[src/rtl/bus_cycle_ctrl.sv]
`default_nettype none
// ============================================================================
//  Module      : bus_cycle_ctrl
//  Description : CPU-to-memory bus cycle controller. Latches an access
//                request, lets the address decoder settle, then drives a
//                read or write strobe for a region-dependent number of wait
//                states. It finishes with a one-cycle ack, which carries an
//                error flag when the decode is bad.
//  Revision    : 1.0 - initial release
// ============================================================================
module bus_cycle_ctrl #(
    parameter int WS_ROM = 2,
    parameter int WS_RAM = 0,
    parameter int WS_VR  = 1
) (
    input  logic        clk,
    input  logic        rst,
    input  logic        req,
    input  logic        we,
    input  logic [19:0] cpu_addr,
    input  logic [7:0]  cpu_wdata,
    output logic [19:0] addr,
    input  logic [3:0]  cs_ram,
    input  logic        cs_rom,
    input  logic        cs_vr,
    input  logic [7:0]  mem_rdata,
    output logic [7:0]  mem_wdata,
    output logic        rd_n,
    output logic        wr_n,
    output logic [7:0]  cpu_rdata,
    output logic        ack,
    output logic        err,
    output logic        busy
);

    // The wait counter only needs enough bits for the largest wait-state count.
    localparam int c_WS_MAX_A = (WS_ROM > WS_RAM) ? WS_ROM : WS_RAM;
    localparam int c_WS_MAX   = (c_WS_MAX_A > WS_VR) ? c_WS_MAX_A : WS_VR;
    localparam int c_CNT_W    = (c_WS_MAX < 1) ? 1 : $clog2(c_WS_MAX + 1);

    typedef enum logic [1:0] {
        IDLE   = 2'd0,
        SETUP  = 2'd1,
        ACCESS = 2'd2,
        DONE   = 2'd3
    } state_t;

    state_t               r_state;
    state_t               w_state_nxt;
    logic [c_CNT_W-1:0]   r_cnt;
    logic [c_CNT_W-1:0]   w_cnt_nxt;
    logic                 r_err;
    logic                 w_err_nxt;
    logic                 r_we;
    logic [5:0]           w_sel;
    logic                 w_sel_ok;
    logic [c_CNT_W-1:0]   w_ws_load;
    logic                 w_last_access;

    assign w_sel         = {cs_ram, cs_rom, cs_vr};
    assign w_sel_ok      = $onehot(w_sel);
    assign w_last_access = (r_state == ACCESS) && (r_cnt == '0);

    // Pick the wait-state count of the selected region. The result is only
    // used when exactly one select is active.
    always_comb begin
        w_ws_load = c_CNT_W'(WS_RAM);
        if (cs_rom) begin
            w_ws_load = c_CNT_W'(WS_ROM);
        end else if (cs_vr) begin
            w_ws_load = c_CNT_W'(WS_VR);
        end
    end

    // State, wait counter and error flag registers.
    always_ff @(posedge clk or posedge rst) begin
        if (rst) begin
            r_state <= IDLE;
            r_cnt   <= '0;
            r_err   <= 1'b0;
        end else begin
            r_state <= w_state_nxt;
            r_cnt   <= w_cnt_nxt;
            r_err   <= w_err_nxt;
        end
    end

    // Next-state logic: decode check in SETUP, wait-state countdown in ACCESS.
    always_comb begin
        w_state_nxt = r_state;
        w_cnt_nxt   = r_cnt;
        w_err_nxt   = r_err;
        case (r_state)
            IDLE: begin
                if (req) begin
                    w_state_nxt = SETUP;
                    w_err_nxt   = 1'b0;
                end
            end
            SETUP: begin
                if (w_sel_ok) begin
                    w_state_nxt = ACCESS;
                    w_cnt_nxt   = w_ws_load;
                    w_err_nxt   = 1'b0;
                end else begin
                    w_state_nxt = DONE;
                    w_err_nxt   = 1'b1;
                end
            end
            ACCESS: begin
                if (r_cnt == '0) begin
                    w_state_nxt = DONE;
                end else begin
                    w_cnt_nxt = r_cnt - c_CNT_W'(1);
                end
            end
            DONE: begin
                w_state_nxt = IDLE;
                w_err_nxt   = 1'b0;
            end
            default: begin
                w_state_nxt = IDLE;
            end
        endcase
    end

    // Request capture in IDLE and read-data capture on the last strobe cycle.
    always_ff @(posedge clk or posedge rst) begin
        if (rst) begin
            addr      <= 20'h00000;
            mem_wdata <= 8'h00;
            r_we      <= 1'b0;
            cpu_rdata <= 8'h00;
        end else begin
            if ((r_state == IDLE) && req) begin
                addr      <= cpu_addr;
                mem_wdata <= cpu_wdata;
                r_we      <= we;
            end
            if (w_last_access && !r_we) begin
                cpu_rdata <= mem_rdata;
            end
        end
    end

    // Strobes and status are decoded from the state register, so an
    // asynchronous reset releases them at once.
    assign rd_n = !((r_state == ACCESS) && !r_we);
    assign wr_n = !((r_state == ACCESS) &&  r_we);
    assign ack  = (r_state == DONE);
    assign err  = (r_state == DONE) && r_err;
    assign busy = (r_state != IDLE);

endmodule
`default_nettype wire

[config.mk]
export PLATFORM = sky130hd
export DESIGN_NAME = bus_cycle_ctrl
export DESIGN_NICKNAME = d
export VERILOG_FILES = /design/src/rtl/bus_cycle_ctrl.sv
export SDC_FILE = /design/constraint.sdc
export NUM_CORES = 1
export LEC_CHECK = 0
export BUFFER_PORTS_ARGS = -buffer_cell sky130_fd_sc_hd__buf_2
export CAP_MARGIN = 15
export CORE_UTILIZATION = 49
export CTS_CLUSTER_DIAMETER = 150
export DETAILED_ROUTE_END_ITERATION = 8
export HOLD_SLACK_MARGIN = 0.08
export PLACE_DENSITY = 0.93
export SETUP_SLACK_MARGIN = 0.05
export SYNTH_ARGS = -nofsm -noshare
export SYNTH_HDL_FRONTEND = slang
export SYNTH_SLANG_ARGS = --single-unit
[constraint.sdc]
create_clock -name clk -period 2.4 [get_ports clk]
set_input_delay 0.24 -clock clk [delete_from_list [all_inputs] [get_ports clk]]
set_output_delay 0.24 -clock clk [all_outputs]
set_load 0.01 [all_outputs]
==> metrics <==
sequential share of the synthesized area=0.564; Max Freq=~370 MHz; Critical Path RT=2.58 ns; die height=63.7 um; Crit path depth=10; CP Capture Type=flop; Crit path buffers/inverters=3; layout cells sized above 1=0.617; Least-Margin Pin Slew=0.504 ns; Power Dens Cells=1260 nW/um2; crit path max fanout=2; CORE AREA=about 3700 um2; CP delay by family, top=adder cells; placed cell area=roughly 2400 um2; GRT overflow=0; TNS Setup=-0.694 ns; number of max-cap violations=0; I/O Buffers=86; Rel. slew slack=0.664; worst-case reg-to-reg path depth=4; Synth Cell Area=1860 um2; Synth area leaders=dfrtp_1 56%, mux2_2 22%, ha_1 5.4%, fa_1 3.2%, inv_1 3.2%; Synth Area per Inst=between 10 and 15 um2; GP Congestion=between 0.7 and 0.8; hold crit path type=in2reg; reg2reg start=r_state[0]; row count=22; DRC=0; via/cell ratio=4.85; initial drt markers=36; Yosys warnings=0; commonest cells after routing, fill and taps aside=84 x buf_2, 42 x dfrtp_1, 37 x mux2_2; unrepaired setup endpoints after global routing=yes; final critical path time including I/O delays and setup=approximately 2.7 ns; commonest non-fill, non-tap cell in the layout=buf_2; Clock Sinks=42; Setup WS pre-CTS=-0.654 ns; max-slew violation count=0; Hold EP=addr[9]; DP HPWL=~2700 um; Tcrit/Tclk final=1.12; fillers=280; slowest CP cell=fa_1; critical path's largest stage delay=~0.49 ns; final WL=roughly 3500 um; post-route cell area=between 2000 and 3000 um2; Worst Path Arrival=around 2.9 ns; vias post-DR=1349; clock latency on the worst-skew pair=0.29 ns; Synth area leader=dfrtp_1; H-tree depth=2; failing checks=negative setup slack; capturing point of the worst reg2reg path=cpu_rdata[1]; diode count=0; Ports=87; Worst Clk Skew=0.00176 ns; cells along the critical path=buf_6 > inv_2 > fa_1 > fa_1 > inv_1 > ha_2 > fa_1 > or3b_4 > a221o_1 > a22o_1; Worst Hold Path Cells=2; Avg WL per Cell=about 12 um; Nets=286; Worst setup SP type=input port; most frequent CP cell=fa_1; GR Util All Layers=0.192; Pre-Repair DR Iteration Count=3; Syn Nets=roughly 190; clk buf depth=2; crit path kind=in2reg; initial antenna violation count=0; Peak VDD IR=between 700 and 800 uV; outcome=finished, violations left; first-pass GRT wire length=5880 um; worst reg-to-reg setup slack=0.68 ns; Initial Utilization=0.509; die area=4060 um2; final setup fails=4; Hold WS=between 0.15 and 0.2 ns; largest net degree at the start of global routing=43; final hold viol count=0; area growth from synthesis to layout=34.4%; postcts setup bufs=0; #FFs+latches synth=42; clk slew on worst S/H paths=0.08 ns; Cells after Synth=134; post-synth top area share=0.564; root buf cell=clkbuf_8; Final ANT Viol Nets=0; fin util=0.685; number of buffers created by CTS=5; die width=approximately 64 um; final worst slack=-0.298 ns; hold wc startpoint=cpu_addr[9]; P_leak=1.28 nW; vias in the first global route=~1400; CTS tree=built; Netlist cell types=25
## layout make-up
class                      count  area (um2)  share of cell area
inverter                      16        67.6              0.0270
clock inverter                 2        12.5             0.00499
tap                           48        60.1              0.0240
sequential                    42        1050               0.419
clock buffer                   6        82.6              0.0330
timing repair buffer          92         490               0.196
multi-input combinational     72         742               0.296
## synth_stat cells, drive strengths merged
cell type  number
mux2           37
nor2            1
o21ai           3
a21oi           1
o31ai           2
nor4            1
inv            16
a221o           1
dfrtp          42
nor3            1
ha              8
or3             1
clkbuf          1
nor2b           2
buf             3
a2bb2oi         1
and2            1
nand2           3
o2bb2ai         1
fa              3
a32oi           1
nand2b          1
nand3b          1
a22o            1
or3b            1
## flip-flops by register name, indices dropped and copies added (netlist names)
signal     flops
r_state        2
cpu_rdata      8
r_we           1
r_cnt          2
r_err          1
addr          20
mem_wdata      8
## where the power goes
part	total, W	switching [W]	internal (W)
clock network	0.000466	0.000235	0.000231
logic	0.00143	0.000677	0.000748
registers	0.00126	0.000182	0.00107
total	0.00315	0.00109	0.00205
## worst max-delay path by stage
stage	start	end	slack, ns
global placement	cs_ram[0]	r_cnt[1]	-0.63
floorplan	cs_ram[0]	r_cnt[1]	-0.43
CTS	cs_ram[1]	r_cnt[1]	-0.32
global route	cs_ram[1]	r_cnt[1]	-0.34
finish	cs_ram[1]	r_cnt[1]	-0.30
detailed placement	cs_ram[0]	r_cnt[1]	-0.65
## kinds of logic (layout without fill, tap and decap cells)
kind of cell,count (synthesis),in the layout,share of synthesized area
DFF,42,42,0.564
muxes,37,37,0.223
buffers and inverters,20,116,0.0429
and+or+nand+nor,13,13,0.0409
adders and majority gates,11,11,0.0859
AOI/OAI and AO/OA,11,11,0.0429
## stage by stage
step	cells	power [W]
floorplan	134	0.00216
global placement	269	0.00262
detailed placement	269	0.00270
CTS	278	0.00318
global route	278	0.00338
finish	278	0.00315
## per-layer routing
metal | track usage | vias up | part of all wire
met3 | 0.0725 | 5 | 0.077
met1 | 0.205 | 651 | 0.40
li1 | - | 640 | -
met5 | 0 | - | 0
met4 | 0.0682 | 0 | 0.011
met2 | 0.342 | 53 | 0.52
## worst reg2reg max path, delay by kind of cell, from the launching register on
kind / cells / cell delay [ns]
buffers and inverters: 1 / 0.16
DFF: 1 / 0.42
and+or+nand+nor: 1 / 0.34
adders and majority gates: 1 / 0.31
muxes: 1 / 0.38
## repair_timing
action,4_1_cts,5_1_grt
endpoints found under the hold margin,5,0
pin swaps,3,1
resized for setup,5,0
hold buffers,1,0
endpoints found under the setup margin,4,4
Note: power is estimated with default switching activity, not from simulation.
